$ cat config.mk
export PLATFORM = sky130hd
export DESIGN_NAME = sat_counter_table
export DESIGN_NICKNAME = d
export VERILOG_FILES = /design/src/rtl/sat_counter_table.sv
export SDC_FILE = /design/constraint.sdc
export NUM_CORES = 1
export LEC_CHECK = 0
export ABC_AREA = 1
export BUFFER_PORTS_ARGS = -buffer_cell sky130_fd_sc_hd__buf_4
export CAP_MARGIN = 0
export CORE_MARGIN = 10
export CORE_UTILIZATION = 25
export CTS_BUF_LIST = sky130_fd_sc_hd__clkbuf_8
export DETAILED_ROUTE_END_ITERATION = 6
export GPL_TIMING_DRIVEN = 1
export PLACE_DENSITY = 0.45
export SKIP_LAST_GASP = 1
export SLEW_MARGIN = 10
export SYNTH_ARGS = -nofsm -noshare
export SYNTH_HDL_FRONTEND = slang
export SYNTH_SLANG_ARGS = --single-unit
$ cat constraint.sdc
create_clock -name clk -period 10.4 [get_ports clk]
set_input_delay 0.52 -clock clk [delete_from_list [all_inputs] [get_ports clk]]
set_output_delay 0.52 -clock clk [all_outputs]
set_load 0.005 [all_outputs]
$ cat src/rtl/sat_counter_table.sv
// Saturating-counter pattern table with on-chip init sweep,
// internal read-modify-write update pipeline and update-to-read bypass.
module sat_counter_table #(
   parameter int          ADDR_WIDTH = 8,
   parameter int          CTR_WIDTH  = 2,
   parameter int unsigned INIT_VALUE = (1 << (CTR_WIDTH - 1)) - 1
) (
   input  logic                  clk,
   input  logic                  rst_n,
   output logic                  init_done,
   input  logic                  rd_en,
   input  logic [ADDR_WIDTH-1:0] rd_addr,
   output logic                  rd_valid,
   output logic [CTR_WIDTH-1:0]  rd_data,
   output logic                  rd_pred,
   input  logic                  upd_en,
   input  logic [ADDR_WIDTH-1:0] upd_addr,
   input  logic                  upd_taken
);

   localparam int DEPTH = 1 << ADDR_WIDTH;

   localparam logic [CTR_WIDTH-1:0] CTR_MAX  = '1;
   localparam logic [CTR_WIDTH-1:0] CTR_MIN  = '0;
   localparam logic [CTR_WIDTH-1:0] CTR_ONE  = CTR_WIDTH'(1);
   localparam logic [CTR_WIDTH-1:0] CTR_INIT = CTR_WIDTH'(INIT_VALUE);

   typedef enum logic {
      INIT,
      READY
   } state_t;

   state_t                state;
   logic [ADDR_WIDTH-1:0] idx;

   logic [CTR_WIDTH-1:0]  mem [DEPTH];

   logic                  s2_valid;
   logic [ADDR_WIDTH-1:0] s2_addr;
   logic                  s2_taken;

   logic [CTR_WIDTH-1:0]  s2_old;
   logic [CTR_WIDTH-1:0]  s2_new;
   logic                  ready;
   logic                  bypass_hit;

   assign ready = (state == READY);

   // Sweep FSM: one entry per cycle, READY after the last index is written.
   always_ff @(posedge clk) begin
      if (!rst_n) begin
         state     <= INIT;
         idx       <= '0;
         init_done <= 1'b0;
      end else begin
         unique case (state)
            INIT: begin
               idx <= idx + 1'b1;
               if (idx == '1) begin
                  state     <= READY;
                  init_done <= 1'b1;
               end
            end
            READY: begin
               state <= READY;
            end
         endcase
      end
   end

   // Stage 1: capture the update request.
   always_ff @(posedge clk) begin
      if (!rst_n) begin
         s2_valid <= 1'b0;
      end else begin
         s2_valid <= upd_en && ready;
         if (upd_en && ready) begin
            s2_addr  <= upd_addr;
            s2_taken <= upd_taken;
         end
      end
   end

   // Stage 2: saturating increment / decrement of the current entry.
   always_comb begin
      s2_old = mem[s2_addr];
      s2_new = s2_old;
      if (s2_taken) begin
         if (s2_old != CTR_MAX) begin
            s2_new = s2_old + CTR_ONE;
         end
      end else begin
         if (s2_old != CTR_MIN) begin
            s2_new = s2_old - CTR_ONE;
         end
      end
   end

   // Array is never reset; reset only blocks a pending stage-2 write.
   always_ff @(posedge clk) begin
      if (rst_n) begin
         if (state == INIT) begin
            mem[idx] <= CTR_INIT;
         end else if (s2_valid) begin
            mem[s2_addr] <= s2_new;
         end
      end
   end

   assign bypass_hit = s2_valid && (s2_addr == rd_addr);

   always_ff @(posedge clk) begin
      if (!rst_n) begin
         rd_valid <= 1'b0;
         rd_data  <= '0;
      end else begin
         rd_valid <= rd_en && ready;
         if (rd_en && ready) begin
            rd_data <= bypass_hit ? s2_new : mem[rd_addr];
         end
      end
   end

   assign rd_pred = rd_data[CTR_WIDTH-1];

endmodule

==> reports/summary.md, run 1 <==
The flow ran to the end, and the final reports show no timing, DRC or antenna violations. Number of synthesized flops with an enable pin: 521. The relative area change from synthesis to final layout was 11.0%. The path type of the worst min-delay path is primary input to flip-flop.

Fraction of post-synthesis cell area in the top cell type by area: 55.7%. Summing the sequential cell areas from Yosys gives 57.3% of the chip area. The tools report the setup slack of the worst register-to-register path as 4760 ps. The root buffer cell chosen for the clock tree is sky130_fd_sc_hd__clkbuf_8. The number of nets with antenna violations after detailed routing is 0, and the critical path data arrival time is 6050 ps.

CTS built an H-tree with a depth of 3. The number of global-route vias before repair was 23400; the number of max-capacitance violations reported was 0. The largest stage delay on the critical path was 770 ps. In this run the cell area of the synthesized design comes to 0.0281 sq mm. The gate count of the mapped netlist was 3243. For this design, the CTS-stage hold fixing added 9 buffers. The clock-pin slew of the registers on the worst-case setup and hold paths was 60 ps. The dominant cell by count in the synthesized netlist was sky130_fd_sc_hd__nand2_1. By area the synthesized netlist is led by sky130_fd_sc_hd__edfxtp_1, sky130_fd_sc_hd__nand3_1, sky130_fd_sc_hd__nand2_1.

Source-to-sink clock delay at the later pin of the worst-skew pair: 720 ps. The net count of the finished layout is 3180. The design draws 4.61 mW.

Together, buffers and inverters on the worst path number 4. The number of placed I/O pins is 26, and the leakage power of the design is 11.4 nW. The mean number of vias per cell is 5.10, and the die boundary width is 355 um. The run gives 0 as the number of gates given a new drive strength after cts.

Worst min-delay path startpoint: upd_en. The path with the worst hold slack has its endpoint at s2_valid$_SDFF_PN0_. Of the cells placed in the final design, the portion with a size suffix greater than 1 is 6.67%. For the synthesized netlist net count, the log shows 3265.

Counting along the longest clock path gives a buffer depth of 3. Walking the worst path, the cells encountered are buf_4 > buf_4 > nand2_1 > nand3_1 > nand3_1 > nand3_1 > nand3_1 > nand2_1 > nand2_1 > nand3_1 > nand3_1 > nand2_1 > nand2_1 > nand2_1 > nand2_1 > inv_6 > buf_4. The worst setup path is of the flip-flop to flip-flop kind. Counting cells, the worst reg-to-reg path comes to 17. TritonCTS built the clock tree. The finished layout holds 4727 standard cells, fillers aside.

For this configuration, the core starts out at a cell density of 25.3%. The worst setup path is launched from a flip-flop. The global-route usage over all layers was 16.3%. The floorplan die height was 355 um. The tools report the number of sinks on the clock net as 543. By count the netlist is led by sky130_fd_sc_hd__nand2_1, sky130_fd_sc_hd__nand3_1, sky130_fd_sc_hd__nor2_1. The run gives 0 as the total of endpoints with negative setup slack in the final report. The cell type group with the largest total delay on the critical path was buffers and inverters. The worst path uses 54.2% of the clock period. The initial antenna violation count is 6.

Leading area contributor after synthesis: sky130_fd_sc_hd__edfxtp_1. The worst hold path was traced through 3 stages. The HPWL after detailed placement is 58.8 mm.

The global-route wire length before repair was 157 mm; the utilization after layout was 28.1%. Including well taps, the total number of placed cells is 4536. The number of buffers inserted by port buffering came out at 25.

IR analysis of the VDD net gives a maximum drop of 0.0955 mV. The run gives 0 as the number of setup buffers added after CTS. The run gives 33 as the number of distinct standard cells referenced by the synthesized netlist. Data on the critical path is required at its endpoint by 10810 ps. Synthesis inferred 543 register bits.

A synthesized cell averages 8.66 sq um. In this run the tightest slew margin relative to its limit is 27.4%. The number of hold violations in the final report was 0. The cell that appears most often on the critical path is sky130_fd_sc_hd__nand2_1. The number of placement rows was 122. The most instantiated flip-flop cell in the synthesis netlist was sky130_fd_sc_hd__edfxtp_1. Summing over every cut layer, the via total after detailed routing is 24100.

The fraction of registers with async set/reset came out at 0%. The DRC violations left came out at 0. The total power divided by cell area came out at 148 mW/mm^2. The worst setup path is captured at a flip-flop. Of all nets on the critical path, the largest fanout is 137. The congestion estimate from routability-driven global placement came to 0.801. In the final routed layout, each cell accounts on average for 22.5 um.

The total congestion overflow was 0; the pre-CTS worst setup slack was 4750 ps. The number of DRC violations after detailed-routing iteration 0 came out at 2394. The number of slew-limit violations in the final report is 0, and the total core area is 0.111 sq mm. The run gives 201 as the pin count of the biggest net entering global routing. The setup TNS after final layout is 0 ps, and the area of the die is 0.126 sq mm.

The final critical path time including I/O delays and setup works out to 5640 ps. Once routing completed, OpenROAD measured the worst setup slack at 4760 ps. The number of iterations in the first detailed-routing pass came out at 6.

Setup repair after global routing left no endpoint under its margin. In this run the critical register-to-register path is captured at mem[27][1]$_DFFE_PP_. For this block, the routed nets add up to 107 mm of wire. Counting the buffers created by CTS gives 99.

Yosys printed 0 warnings. For the pin with the worst max-slew slack, the measured transition is 1090 ps. Worst clock skew: 43.1 ps. On the critical path, the stage with the largest delay is an instance of sky130_fd_sc_hd__dfxtp_4. Highest achievable clock rate: 177 MHz.
==> logic make-up after synthesis <==
| group | Yosys count | synth area share [%] |
|---|---|---|
| AO/OA/AOI/OAI | 412 | 7.95 |
| AND/OR/NAND/NOR | 1949 | 29.0 |
| flip-flops | 543 | 57.3 |
| buffers and inverters | 333 | 5.61 |
| adder cells (fa/ha/maj) | 1 | 0.0445 |
| XOR/XNOR | 5 | 0.156 |
==> area by class of cell <==
cell class / count / area (sq um)
Fill cell: 12000 / 79900
Sequential cell: 543 / 16100
Multi-Input combinational cell: 2367 / 10500
Tap cell: 1488 / 1860
Clock buffer: 104 / 1430
Timing Repair Buffer: 68 / 552
Clock inverter: 75 / 450
Inverter: 79 / 322
Antenna cell: 3 / 7.51
==> worst min-delay path, cell delays in order <==
cell and delay [ps]:
sky130_fd_sc_hd__buf_4 80, sky130_fd_sc_hd__nand2_1 80, sky130_fd_sc_hd__inv_1 60
==> sequential cells by signal, indices dropped and copies added, names as in the netlist, named ones only <==
register	flops
idx	8
s2_valid	1
rd_valid	1
ready	1
rd_data	2
s2_taken	1
s2_addr	8
mem	512
init_done	1
==> per-layer routing <==
metal | track usage (%) | share of wire [%] | vias up
li1 | - | - | 11100
met1 | 21.8 | 44 | 11800
met2 | 26.4 | 46 | 987
met3 | 2.44 | 6.7 | 196
met4 | 6.19 | 3.4 | 2
met5 | 0 | 0.0084 | -
==> how the worst max path moves through the flow <==
stage	endpoint	from	depth (start not counted)	slack (ps)
after floorplan	mem[0][0]$_DFFE_PP_	flip-flop	17	5010
after global placement	mem[41][1]$_DFFE_PP_	flip-flop	17	4720
after detailed placement	mem[41][1]$_DFFE_PP_	flip-flop	17	4750
after CTS	mem[46][1]$_DFFE_PP_	flip-flop	17	4730
after global routing	mem[2][1]$_DFFE_PP_	flip-flop	17	4350
final	mem[27][1]$_DFFE_PP_	flip-flop	17	4760
==> stage by stage <==
step	cell area [sq um]	hold WS [ps]
global placement	29200	465
global route	31200	84.9
detailed placement	29200	467
finish	31200	78.4
CTS	31200	23.0
floorplan	28100	459
==> cell usage in the layout (no fill, tap or decap), drive strengths merged <==
| cell type | instances |
|---|---|
| o22ai | 121 |
| nand2 | 774 |
| bufinv | 5 |
| nand3 | 628 |
| nor2 | 539 |
| clkinv | 38 |
| o21ai | 271 |
| nor3 | 4 |
| clkinvlp | 3 |
| inv | 108 |
| and3 | 1 |
| dfxtp | 22 |
| xor2 | 5 |
| ha | 1 |
| nand4 | 2 |
| clkbuf | 105 |
| a21oi | 17 |
| buf | 58 |
| o21a | 2 |
| dlygate4sd3 | 9 |
| a221oi | 1 |
| diode | 3 |
| nor3b | 1 |
| edfxtp | 521 |
==> power by group <==
part / total, mW / internal [mW] / switching, mW
logic: 0.254 / 0.0662 / 0.188
clock network: 1.99 / 1.05 / 0.943
registers: 2.36 / 2.36 / 0.00156
total: 4.61 / 3.47 / 1.13
Power figures use the tool's default switching activity.
==> inputs of run 2 (changes only) <==
Settings changed: PLACE_DENSITY 0.45 to 0.47.
Clock period 10.4 ns to 5.1 ns, I/O delays scaled along.
==> run 2 against run 1 <==
Net effect: cell area grew 0.66%; count of clock-buffer cells in the layout shrank 5; first-iteration DRC count grew 24%; largest cell class unchanged.
==> reports/summary.md, run 2 (same netlist as run 1, synthesis figures left out) <==
TritonCTS built the clock tree. The number of iterations in the first detailed-routing pass came out at 6 (unchanged). Cell type group with the largest total delay on the critical path: simple AND/OR/NAND/NOR gates (was buffers and inverters). The worst max-slew margin expressed relative to the limit came out at 31.3% (was 27.4%). The DRC violations left was 0 (unchanged). Final critical path time including I/O delays and setup: 3970 ps (was 5640 ps). The mean number of vias per cell was 5.14 (was 5.10). The worst-case clock buffer depth is 3 (unchanged), and the die boundary width is 355 um (unchanged). For the number of nets with antenna violations after detailed routing, the log shows 0 (unchanged).

The number of max-capacitance violations reported is 0 (unchanged). The run gives 0 (unchanged) as the number of hold violations in the final report. The pre-CTS worst setup slack was 1290 ps (was 4750 ps). The element type at the critical path start was a flip-flop (unchanged).

The number of slew-limit violations in the final report came out at 0 (unchanged). Final HPWL from detailed placement: 60.5 mm (was 58.8 mm). For the worst slack on hold paths, the log shows 189 ps (was 78.4 ps).

The relative area change from synthesis to final layout works out to 11.8% (was 11.0%). For the number of clock buffers inserted by TritonCTS, the log shows 96 (was 99). The register ranked first by flip-flop count was mem (unchanged).

The run gives 2963 (was 2394) as the number of DRC violations after detailed-routing iteration 0. The run gives 106 mm (was 107 mm) as the wire length after detailed routing. The maximum fanout count along the critical path is 196 (was 137), and the final RePlAce weighted congestion is 0.844 (was 0.801). For the initial antenna violation count, the log shows 1 (was 6). Leading registers by flop count: mem (512), idx (8), s2_addr (8) (unchanged). The area of the die came out at 0.126 sq mm (unchanged).

For the global-route wire length before repair, the log shows 156 mm (was 157 mm). The tools report the critical path data arrival time as 4330 ps (was 6050 ps). The floorplan die height is 355 um (unchanged), and the leakage power of the design is 11.5 nW (was 11.4 nW).

The source-to-sink clock delay at the later pin of the worst-skew pair is 720 ps (about the same). The layout cell share with drive strength beyond 1 was 6.94% (was 6.67%); the maximum vdd drop was 0.164 mV (was 0.0955 mV). The run finished with clean final reports. The logs give 43.3 ps (was 43.1 ps) for the worst clock skew and 26 (unchanged) for the number of placed I/O pins.

The run gives 25.3% (unchanged) as the initial standard-cell utilization of the core. The number of buffers inserted by port buffering is 25 (unchanged), and the number of flip-flops in the largest register is 512 (unchanged). The largest stage delay on the critical path is 500 ps (was 770 ps), and the total power divided by cell area is 291 mW/mm^2 (was 148 mW/mm^2).

Commonest non-fill, non-tap cell in the layout: sky130_fd_sc_hd__nand2_1 (unchanged). The standard cell with the maximum stage delay on the critical path is sky130_fd_sc_hd__dfxtp_4 (unchanged). For the total congestion overflow, the log shows 0 (unchanged).

The worst setup slack after layout is 1130 ps (was 4760 ps). The run gives 9.13 mW (was 4.61 mW) as the power after layout. The number of sinks on the clock net is 543 (unchanged).

The endpoint kind of the worst setup timing path is a flip-flop (unchanged). The buffer and inverter count on the worst path works out to 3 (was 4). The detailed-route via count is 24400 (was 24100). The number of placement rows was 122 (unchanged). Average wire length per cell after detail routing: 22.3 um (was 22.5 um). The number of filler cells placed in the layout came out at 12000 (about the same).

For the total of endpoints with negative setup slack in the final report, the log shows 0 (unchanged). The cell repeated most along the worst path is sky130_fd_sc_hd__nand3_1 (was sky130_fd_sc_hd__nand2_1). Critical path, cell by cell: inv_8 > buf_4 > nand2_1 > nand3_1 > nand3_1 > nand3_1 > nand3_1 > nand2_1 > nand2_1 > nand3_1 > nand3_1 > nand3_1 > nand2_1 > nand2_8 > buf_12 (was buf_4 > buf_4 > nand2_1 > nand3_1 > nand3_1 > nand3_1 > nand3_1 > nand2_1 > nand2_1 > nand3_1 > nand3_1 > nand2_1 > nand2_1 > nand2_1 > nand2_1 > inv_6 > buf_4). The total core area was 0.111 sq mm (unchanged). Setup repair after global routing left no endpoint under its margin. Highest achievable clock rate: 252 MHz (was 177 MHz). The data required time at the worst endpoint was 5460 ps (was 10810 ps); the clock-pin slew of the registers on the worst-case setup and hold paths was 60 ps (about the same). The pin count of the biggest net entering global routing was 197 (was 201). The actual transition at the worst max-transition pin was 1030 ps (was 1090 ps). Path type of the worst min-delay path: primary input to flip-flop (unchanged). For the setup TNS after final layout, the log shows 0 ps (unchanged). Root cell of the clock tree: sky130_fd_sc_hd__clkbuf_8 (unchanged). The number of gates given a new drive strength after cts is 0 (unchanged). The run gives 3 (unchanged) as the number of levels the H-tree was split into. The start-to-end type of the worst setup path is flip-flop to flip-flop (unchanged).

The run gives 16.2% (was 16.3%) as the global-route usage over all layers. The total number of nets in the final design was 3201 (was 3180); the number of global-route vias before repair was 23500 (was 23400). Highest-count cells in the layout ignoring fill and taps: sky130_fd_sc_hd__nand2_1, sky130_fd_sc_hd__nand3_1, sky130_fd_sc_hd__nor2_1 (unchanged). Fraction of the cycle the final worst path needs: 77.9% (was 54.2%).

The run gives 28.2% (was 28.1%) as the utilization after layout.
run 2: metrics by stage:
stage | area (sq um) | instances
after CTS | 31400 | 4746
after detailed placement | 29500 | 4556
after global routing | 31400 | 4747
after global placement | 29500 | 4556
after floorplan | 28100 | 3243
final | 31400 | 4748
run 2: final cells by class:
| class | count | area, sq um | area share, % |
|---|---|---|---|
| clock inverter | 78 | 375 | 1.20 |
| clock buffer | 99 | 1360 | 4.34 |
| antenna | 2 | 5.00 | 0.0159 |
| sequential | 543 | 16100 | 51.3 |
| timing repair buffer | 92 | 905 | 2.88 |
| multi-input combinational | 2367 | 10500 | 33.3 |
| inverter | 79 | 320 | 1.02 |
| tap | 1488 | 1860 | 5.93 |
run 2: where the power goes:
group | total (mW) | internal (mW) | leakage, nW | switching [mW]
Sequential | 4.82 | 4.82 | 6.21 | 0.00336
Clock | 3.79 | 1.90 | 1.03 | 1.89
Combinational | 0.525 | 0.140 | 4.26 | 0.385
Total | 9.13 | 6.85 | 11.5 | 2.28
run 2: worst paths after layout:
check	startpoint	endpoint	slack, ps	cells past startpoint
max reg2reg	flip-flop	mem[86][0]$_DFFE_PP_	1130	15
min reg2reg	rd_data[0]$_SDFFE_PN0P_	rd_data[0]$_SDFFE_PN0P_	460	2
max	flip-flop	mem[86][0]$_DFFE_PP_	1130	15
min	rd_addr[7]	rd_data[0]$_SDFFE_PN0P_	190	7
run 2: repair_timing:
item	in CTS	in global routing
hold buffers	13	0
endpoints found under the hold margin	29	0
setup buffers	0	0
run 2: metal layers:
| layer | GRT usage (%) | vias to the layer above | part of all wire (%) |
|---|---|---|---|
| met1 | 21.6 | 11900 | 42 |
| met4 | 6.13 | 0 | 3.5 |
| met5 | 0 | - | 0 |
| li1 | - | 11100 | - |
| met2 | 26.2 | 1182 | 46 |
| met3 | 2.61 | 193 | 8.0 |
run 2: worst register-to-register path: stages (launching register included):
cell and delay [ps]:
sky130_fd_sc_hd__dfxtp_4 500, sky130_fd_sc_hd__inv_8 330, sky130_fd_sc_hd__buf_4 500, sky130_fd_sc_hd__nand2_1 120
sky130_fd_sc_hd__nand3_1 90, sky130_fd_sc_hd__nand3_1 110, sky130_fd_sc_hd__nand3_1 130, sky130_fd_sc_hd__nand3_1 170
sky130_fd_sc_hd__nand2_1 100, sky130_fd_sc_hd__nand2_1 60, sky130_fd_sc_hd__nand3_1 80, sky130_fd_sc_hd__nand3_1 210
sky130_fd_sc_hd__nand3_1 190, sky130_fd_sc_hd__nand2_1 160, sky130_fd_sc_hd__nand2_8 110, sky130_fd_sc_hd__buf_12 500
